--- src/rtl/branch_target_predictor_if.sv ---
`timescale 1ns/1ps
// Fetch/execute-side signal bundle of the branch target predictor.
// Latency: lookup and redirect signals are combinational; training lands at the next clock edge.
// Backpressure: none; the pipeline presents one lookup and at most one resolution per cycle.
//   master: pipeline side (drives pcF and the E-stage resolution, receives prediction/redirect)
//   slave : predictor side
interface branch_target_predictor_if #(
   parameter int XLEN = 32
);
   // fetch-stage lookup
   logic            [XLEN-1:0] pcF;
   logic                       predTakenF;
   logic            [XLEN-1:0] predTargetF;
   // execute-stage resolution / training
   logic                       instValidE;
   logic                       updValidE;
   logic                       updIsJumpE;
   logic            [XLEN-1:0] updPcE;
   logic                       updTakenE;
   logic            [XLEN-1:0] updTargetE;
   logic                       updPredTakenE;
   logic            [XLEN-1:0] updPredTargetE;
   logic                       mispredictE;
   logic            [XLEN-1:0] correctPcE;

   modport master (
      output pcF, instValidE, updValidE, updIsJumpE, updPcE, updTakenE, updTargetE,
             updPredTakenE, updPredTargetE,
      input  predTakenF, predTargetF, mispredictE, correctPcE
   );

   modport slave (
      input  pcF, instValidE, updValidE, updIsJumpE, updPcE, updTakenE, updTargetE,
             updPredTakenE, updPredTargetE,
      output predTakenF, predTargetF, mispredictE, correctPcE
   );
endinterface

--- src/rtl/branch_target_predictor.sv ---
`timescale 1ns/1ps
// Direct-mapped BTB with 2-bit direction counters, mispredict detection and saturating statistics.
// Latency: 0-cycle combinational lookup/redirect; table training and counters update at posedge clk.
// Backpressure: none; accepts one lookup and one resolution every cycle.
//   clk, rst (async, active low) ; bus (slave modport): fetch lookup + E-stage resolution
//   branchCount / mispredCount: saturating statistics
module branch_target_predictor #(
   parameter int XLEN    = 32,
   parameter int INDEX_W = 4,
   parameter int TAG_W   = 8,
   parameter int STAT_W  = 32
) (
   input  logic                    clk,
   input  logic                    rst,
   branch_target_predictor_if.slave bus,
   output logic [STAT_W-1:0]       branchCount,
   output logic [STAT_W-1:0]       mispredCount
);
   localparam int              ENTRIES = 2**INDEX_W;
   localparam logic [XLEN-1:0] PC_STEP = XLEN'(4);

   logic                valid_q  [ENTRIES];
   logic [TAG_W-1:0]    tag_q    [ENTRIES];
   logic [XLEN-1:0]     target_q [ENTRIES];
   logic [1:0]          ctr_q    [ENTRIES];
   logic [STAT_W-1:0]   branch_cnt_q, branch_cnt_d;
   logic [STAT_W-1:0]   mispred_cnt_q, mispred_cnt_d;

   // ---------------- fetch lookup ----------------
   logic [INDEX_W-1:0]  idx_f;
   logic [TAG_W-1:0]    tag_f;
   logic                hit_f;
   logic                pred_taken_f;

   assign idx_f        = bus.pcF[INDEX_W+1:2];
   assign tag_f        = bus.pcF[INDEX_W+TAG_W+1:INDEX_W+2];
   // Reset clears valid asynchronously, so the lookup falls back to pc+4 while rst=0.
   assign hit_f        = valid_q[idx_f] && (tag_q[idx_f] == tag_f);
   assign pred_taken_f = hit_f && ctr_q[idx_f][1];

   assign bus.predTakenF  = pred_taken_f;
   assign bus.predTargetF = pred_taken_f ? target_q[idx_f] : bus.pcF + PC_STEP;

   // ---------------- execute training ----------------
   logic [INDEX_W-1:0]  idx_e;
   logic [TAG_W-1:0]    tag_e;
   logic                hit_e;
   logic                upd_fire;
   logic                write_d;
   logic [XLEN-1:0]     target_d;
   logic [1:0]          ctr_d;

   assign idx_e    = bus.updPcE[INDEX_W+1:2];
   assign tag_e    = bus.updPcE[INDEX_W+TAG_W+1:INDEX_W+2];
   assign hit_e    = valid_q[idx_e] && (tag_q[idx_e] == tag_e);
   assign upd_fire = bus.instValidE && bus.updValidE;

   always_comb begin
      write_d  = 1'b0;
      target_d = target_q[idx_e];
      ctr_d    = ctr_q[idx_e];
      if (upd_fire) begin
         if (hit_e) begin
            write_d = 1'b1;
            if (bus.updIsJumpE) begin
               ctr_d    = 2'b11;
               target_d = bus.updTargetE;
            end else if (bus.updTakenE) begin
               ctr_d    = (ctr_q[idx_e] == 2'b11) ? 2'b11 : ctr_q[idx_e] + 2'b01;
               target_d = bus.updTargetE;
            end else begin
               ctr_d    = (ctr_q[idx_e] == 2'b00) ? 2'b00 : ctr_q[idx_e] - 2'b01;
            end
         end else if (bus.updTakenE) begin
            // Allocation overwrites whatever occupied this index.
            write_d  = 1'b1;
            target_d = bus.updTargetE;
            ctr_d    = bus.updIsJumpE ? 2'b11 : 2'b10;
         end
      end
   end

   // ---------------- mispredict / redirect ----------------
   logic mispred_raw;

   always_comb begin
      mispred_raw = 1'b0;
      if (bus.instValidE) begin
         if (bus.updValidE) begin
            mispred_raw = (bus.updTakenE != bus.updPredTakenE) ||
                          (bus.updTakenE && (bus.updTargetE != bus.updPredTargetE));
         end else begin
            // A non-branch that fetch predicted taken (tag alias) must be redirected to pc+4.
            mispred_raw = bus.updPredTakenE;
         end
      end
   end

   assign bus.mispredictE = rst && mispred_raw;
   assign bus.correctPcE  = (bus.updValidE && bus.updTakenE) ? bus.updTargetE
                                                            : bus.updPcE + PC_STEP;

   // ---------------- statistics ----------------
   // Counters are held at zero during reset, so the ungated mispredict term is safe here.
   assign branch_cnt_d  = (upd_fire && (branch_cnt_q != '1)) ? branch_cnt_q + STAT_W'(1)
                                                             : branch_cnt_q;
   assign mispred_cnt_d = (mispred_raw && (mispred_cnt_q != '1)) ? mispred_cnt_q + STAT_W'(1)
                                                                 : mispred_cnt_q;
   assign branchCount   = branch_cnt_q;
   assign mispredCount  = mispred_cnt_q;

   always_ff @(posedge clk or negedge rst) begin
      if (!rst) begin
         for (int i = 0; i < ENTRIES; i++) begin
            valid_q[i]  <= 1'b0;
            tag_q[i]    <= '0;
            target_q[i] <= '0;
            ctr_q[i]    <= 2'b01;
         end
         branch_cnt_q  <= '0;
         mispred_cnt_q <= '0;
      end else begin
         if (write_d) begin
            valid_q[idx_e]  <= 1'b1;
            tag_q[idx_e]    <= tag_e;
            target_q[idx_e] <= target_d;
            ctr_q[idx_e]    <= ctr_d;
         end
         branch_cnt_q  <= branch_cnt_d;
         mispred_cnt_q <= mispred_cnt_d;
      end
   end
endmodule

--- src/flat_wrapper.sv ---
// flat-port wrapper written by rule: the top's interface ports become plain ports
module branch_target_predictor_flat 
#(
   parameter int XLEN    = 32,
   parameter int INDEX_W = 4,
   parameter int TAG_W   = 8,
   parameter int STAT_W  = 32
)
  (clk, rst, branchCount, mispredCount, bus_pcF, bus_instValidE, bus_updValidE, bus_updIsJumpE, bus_updPcE, bus_updTakenE, bus_updTargetE, bus_updPredTakenE, bus_updPredTargetE, bus_predTakenF, bus_predTargetF, bus_mispredictE, bus_correctPcE);
  branch_target_predictor_if #(.XLEN(XLEN)) bus_i ();
  input  logic clk;
  input  logic rst;
  output logic [STAT_W-1:0] branchCount;
  output logic [STAT_W-1:0] mispredCount;
  input wire logic [$bits(bus_i.pcF)-1:0] bus_pcF;
  input wire logic [$bits(bus_i.instValidE)-1:0] bus_instValidE;
  input wire logic [$bits(bus_i.updValidE)-1:0] bus_updValidE;
  input wire logic [$bits(bus_i.updIsJumpE)-1:0] bus_updIsJumpE;
  input wire logic [$bits(bus_i.updPcE)-1:0] bus_updPcE;
  input wire logic [$bits(bus_i.updTakenE)-1:0] bus_updTakenE;
  input wire logic [$bits(bus_i.updTargetE)-1:0] bus_updTargetE;
  input wire logic [$bits(bus_i.updPredTakenE)-1:0] bus_updPredTakenE;
  input wire logic [$bits(bus_i.updPredTargetE)-1:0] bus_updPredTargetE;
  output wire logic [$bits(bus_i.predTakenF)-1:0] bus_predTakenF;
  output wire logic [$bits(bus_i.predTargetF)-1:0] bus_predTargetF;
  output wire logic [$bits(bus_i.mispredictE)-1:0] bus_mispredictE;
  output wire logic [$bits(bus_i.correctPcE)-1:0] bus_correctPcE;
  assign bus_i.pcF = bus_pcF;
  assign bus_i.instValidE = bus_instValidE;
  assign bus_i.updValidE = bus_updValidE;
  assign bus_i.updIsJumpE = bus_updIsJumpE;
  assign bus_i.updPcE = bus_updPcE;
  assign bus_i.updTakenE = bus_updTakenE;
  assign bus_i.updTargetE = bus_updTargetE;
  assign bus_i.updPredTakenE = bus_updPredTakenE;
  assign bus_i.updPredTargetE = bus_updPredTargetE;
  assign bus_predTakenF = bus_i.predTakenF;
  assign bus_predTargetF = bus_i.predTargetF;
  assign bus_mispredictE = bus_i.mispredictE;
  assign bus_correctPcE = bus_i.correctPcE;
  branch_target_predictor #(.XLEN(XLEN), .INDEX_W(INDEX_W), .TAG_W(TAG_W), .STAT_W(STAT_W)) u_core (.clk(clk), .rst(rst), .bus(bus_i), .branchCount(branchCount), .mispredCount(mispredCount));
endmodule
--- config.mk ---
export PLATFORM = sky130hd
export DESIGN_NAME = branch_target_predictor_flat
export DESIGN_NICKNAME = d
export VERILOG_FILES = /design/src/rtl/branch_target_predictor_if.sv /design/src/rtl/branch_target_predictor.sv /design/src/flat_wrapper.sv
export SDC_FILE = /design/constraint.sdc
export NUM_CORES = 2
export LEC_CHECK = 0
export ABC_AREA = 1
export CORE_MARGIN = 4
export CORE_UTILIZATION = 30
export DETAILED_ROUTE_END_ITERATION = 10
export MAX_ROUTING_LAYER = met4
export PLACE_DENSITY = 0.57
export SLEW_MARGIN = 10
export SYNTH_ARGS = -nofsm -noshare
export SYNTH_HDL_FRONTEND = slang
export SYNTH_SLANG_ARGS = --single-unit
--- constraint.sdc ---
create_clock -name clk -period 5.95 [get_ports clk]
set_input_delay 0.8925 -clock clk [delete_from_list [all_inputs] [get_ports clk]]
set_output_delay 0.8925 -clock clk [all_outputs]
set_load 0.01 [all_outputs]
==> results.py <==
metrics = {
    "logic_synthesis": {
        "syn_inst": 7390,
        "netlist_area_mm2": 0.0473,
        "ys_ff_latch": 752,
        "yosys-top-cells-area": "dfrtp_1 39%, nand2_1 27%, o21ai_0 7.1%",
        "ys.warnings.count": 0,
        "synth_edf_count": 0,
        "synth_top_area_share": 0.389,
        "synth_common_cells": "3387 x nand2_1, 736 x dfrtp_1, 672 x o21ai_0",
        "synth.avg_cell_area_um2": 6.40,
        "synth_cell_types": 45,
        "ys.flop_type": "dfrtp_1",
        "ys_seq_area_frac": 0.398,
        "syn_nets": 7532,
        "yosys.area.top_type": "dfrtp_1",
        "ys_async_sr_fraction": 1.00,
        "yosysMostFrequentCell": "nand2_1",
    },
    "cells_and_area": {
        "stdcell_count": 9552,
        "fin_nets": 7553,
        "area_delta_synth_final_pct": 16.7,
        "drive_above_1_share": 0.0524,
    },
    "floorplanning": {
        "die_h_um": 405,
        "dieWidth_um": 405,
        "coreArea_mm2": 0.157,
        "die_area_mm2": 0.164,
        "ios": 265,
        "row_count": 145,
        "start_util": 0.302,
    },
    "placed_design": {
        "portBuffers": 264,
        "dp_hpwl_um": 133000,
        "post-place-cells": 9370,
        "place.gp.congestion": 0.894,
    },
    "global_route": {
        "antenna_found_initial": 9,
        "grt_pass1_wl_um": 320000,
        "gr-total-overflow": 0,
        "grt_usage": 0.269,
        "grt_max_degree": 187,
        "grt_pass1_vias": 46600,
    },
    "timing": {
        "fin_crit_sh": 0.931,
        "finalSetupViolCount": 0,
        "slew_headroom": 0.167,
        "finalMaxSlewViolations": 0,
        "worst_slew_pin_slew_ns": 1.25,
        "finalHoldViolCount": 0,
        "rsz0062_at_grt": "false",
        "clock-skew-final_ns": 0.0430,
        "setup_tns_ns": 0,
        "max_freq_mhz": 181,
        "post-route-min-period_ns": 5.54,
    },
    "setup_path": {
        "startpoint_type": "input port",
        "critPathMostFrequentCell": "nand2_1",
        "worst-setup-path-type": "input port to output port",
        "crit_chain": "clkdlybuf4s50_1, nand2_2, clkinv_1, nand2_1, nand2_1, inv_1, nand2_1, nand2_1, nand4_1, nand3b_1, nor2_4, buf_4, o21ai_0, o21ai_0, clkdlybuf4s50_1",
        "slowest_delay_ns": 0.75,
        "r2r-start": "u_core.tag_q[79]",
        "cp.arrival_ns": 4.64,
        "reg2reg_to": "u_core.target_q[266]",
        "crit_slowest_cell": "clkdlybuf4s50_1",
        "rrSetupSlack_ns": 2.27,
        "path_max_fanout": 10,
        "end_kind": "output port",
        "cp.required_ns": 5.06,
        "reg2reg_depth": 17,
    },
    "routing": {
        "drt_iter0_drc": 6274,
        "drc": 0,
        "post_drt_wl_per_cell_um": 23.1,
        "drt_pass1_iterations": 6,
        "drt-total-wl_um": 220000,
        "avgViaCountPerCell": 5.29,
        "drt.antenna.violating_nets": 0,
        "num_vias": 50500,
    },
    "clock_network": {
        "postCtsSetupRepairBufs": 0,
        "cts_tree": "yes",
        "clockRootBuffer": "clkbuf_16",
        "cts_max_level": 3,
        "cts_hold_buf": 0,
        "cts_resized": 0,
        "clock_sinks": 752,
        "clkSlewWorstSetupHoldPaths_ns": 0.06,
        "cts.path.max_buffers": 3,
        "cts_buffers": 95,
        "clkLatencyLatePin_ns": 0.75,
    },
    "power": {
        "total_leakage_power_nw": 27.5,
        "p_per_area_mw_per_mm2": 268,
        "ir_worst_vdd_mv": 0.246,
        "power_mw": 14.8,
    },
    "status": {
        "status": "complete, no violations",
    },
    "hold_path": {
        "hp-class": "input port to asynchronous set/reset pin",
    },
    "run": {
        "drv_cap": 0,
    },
}
## state kept, by name, indices dropped and copies added (netlist names)
| register | cells |
|---|---|
| u_core.target_q | 512 |
| u_core.mispredCount | 32 |
| u_core.branchCount | 32 |
| u_core.ctr_q | 32 |
| u_core.tag_q | 128 |
| u_core.valid_q | 16 |
## critical path, delay by kind of cell
family	cells	cell delay [ns]
AOI/OAI and AO/OA	2	0.30
buffers and inverters	5	2.07
and+or+nand+nor	8	1.35
## final cells by class
cell class	count	area (µm²)
clock buffers	138	2700
fillers	16700	101000
clock inverters	35	493
multi-input cells	5583	24300
repair buffers	416	4140
well taps	2058	2570
diodes	7	17.5
flip-flops and latches	752	18800
inverters	563	2130
## placed cells by master (no fill, tap or decap), drive strengths merged, types with 17 or more instances in the layout
| cell | count |
|---|---|
| xnor2 | 43 |
| a21oi | 339 |
| o211ai | 37 |
| clkdlybuf4s50 | 257 |
| nor3 | 45 |
| xor2 | 85 |
| nor4 | 17 |
| dfrtp | 736 |
| inv | 563 |
| nor2 | 456 |
| buf | 158 |
| nand3 | 268 |
| clkbuf | 139 |
| clkinv | 24 |
| nand4 | 55 |
| o21ai | 752 |
| a21boi | 23 |
| nand2 | 3398 |
## stage by stage
step	util	cell area (µm²)	setup WS, ns	hold WS, ns
global route	0.353	55200	0.302	0.0411
CTS	0.352	55200	0.286	0.00150
finish	0.353	55200	0.413	0.0375
global placement	0.332	52000	0.265	0.452
floorplan	-	47300	2.03	0.445
detailed placement	0.332	52000	0.310	0.455
## logic make-up after synthesis
family	after synthesis	share of synthesized area
fa+ha+maj	7	0.00185
flops	752	0.398
simple gates	4261	0.354
xor+xnor	128	0.0237
buf+inv	1055	0.0905
compound gates	1187	0.132
## per-layer routing
metal  track usage  wire [µm]
met5             -          0
met1         0.344      88600
met4         0.141      13000
met2         0.408      97800
met3        0.0472      21100
## worst max path at each step
| stage | from | endpoint | slack [ns] | cells past startpoint |
|---|---|---|---|---|
| 2_1_floorplan | bus_pcF[3] | bus_predTargetF[0] | 2.03 | 15 |
| 3_3_place_gp | bus_pcF[5] | bus_predTargetF[31] | 0.27 | 14 |
| 3_5_place_dp | bus_pcF[5] | bus_predTargetF[25] | 0.31 | 14 |
| 4_1_cts | bus_pcF[5] | bus_predTargetF[13] | 0.29 | 13 |
| 5_1_grt | bus_pcF[5] | bus_predTargetF[25] | 0.30 | 14 |
| 6_report | bus_pcF[5] | bus_predTargetF[5] | 0.41 | 15 |
## power breakdown
group / switching (mW) / internal [mW]
combinational: 1.91 / 0.906
clock: 2.56 / 3.44
sequential: 0.347 / 5.64
total: 4.82 / 9.99
Note: power is estimated with default switching activity, not from simulation.
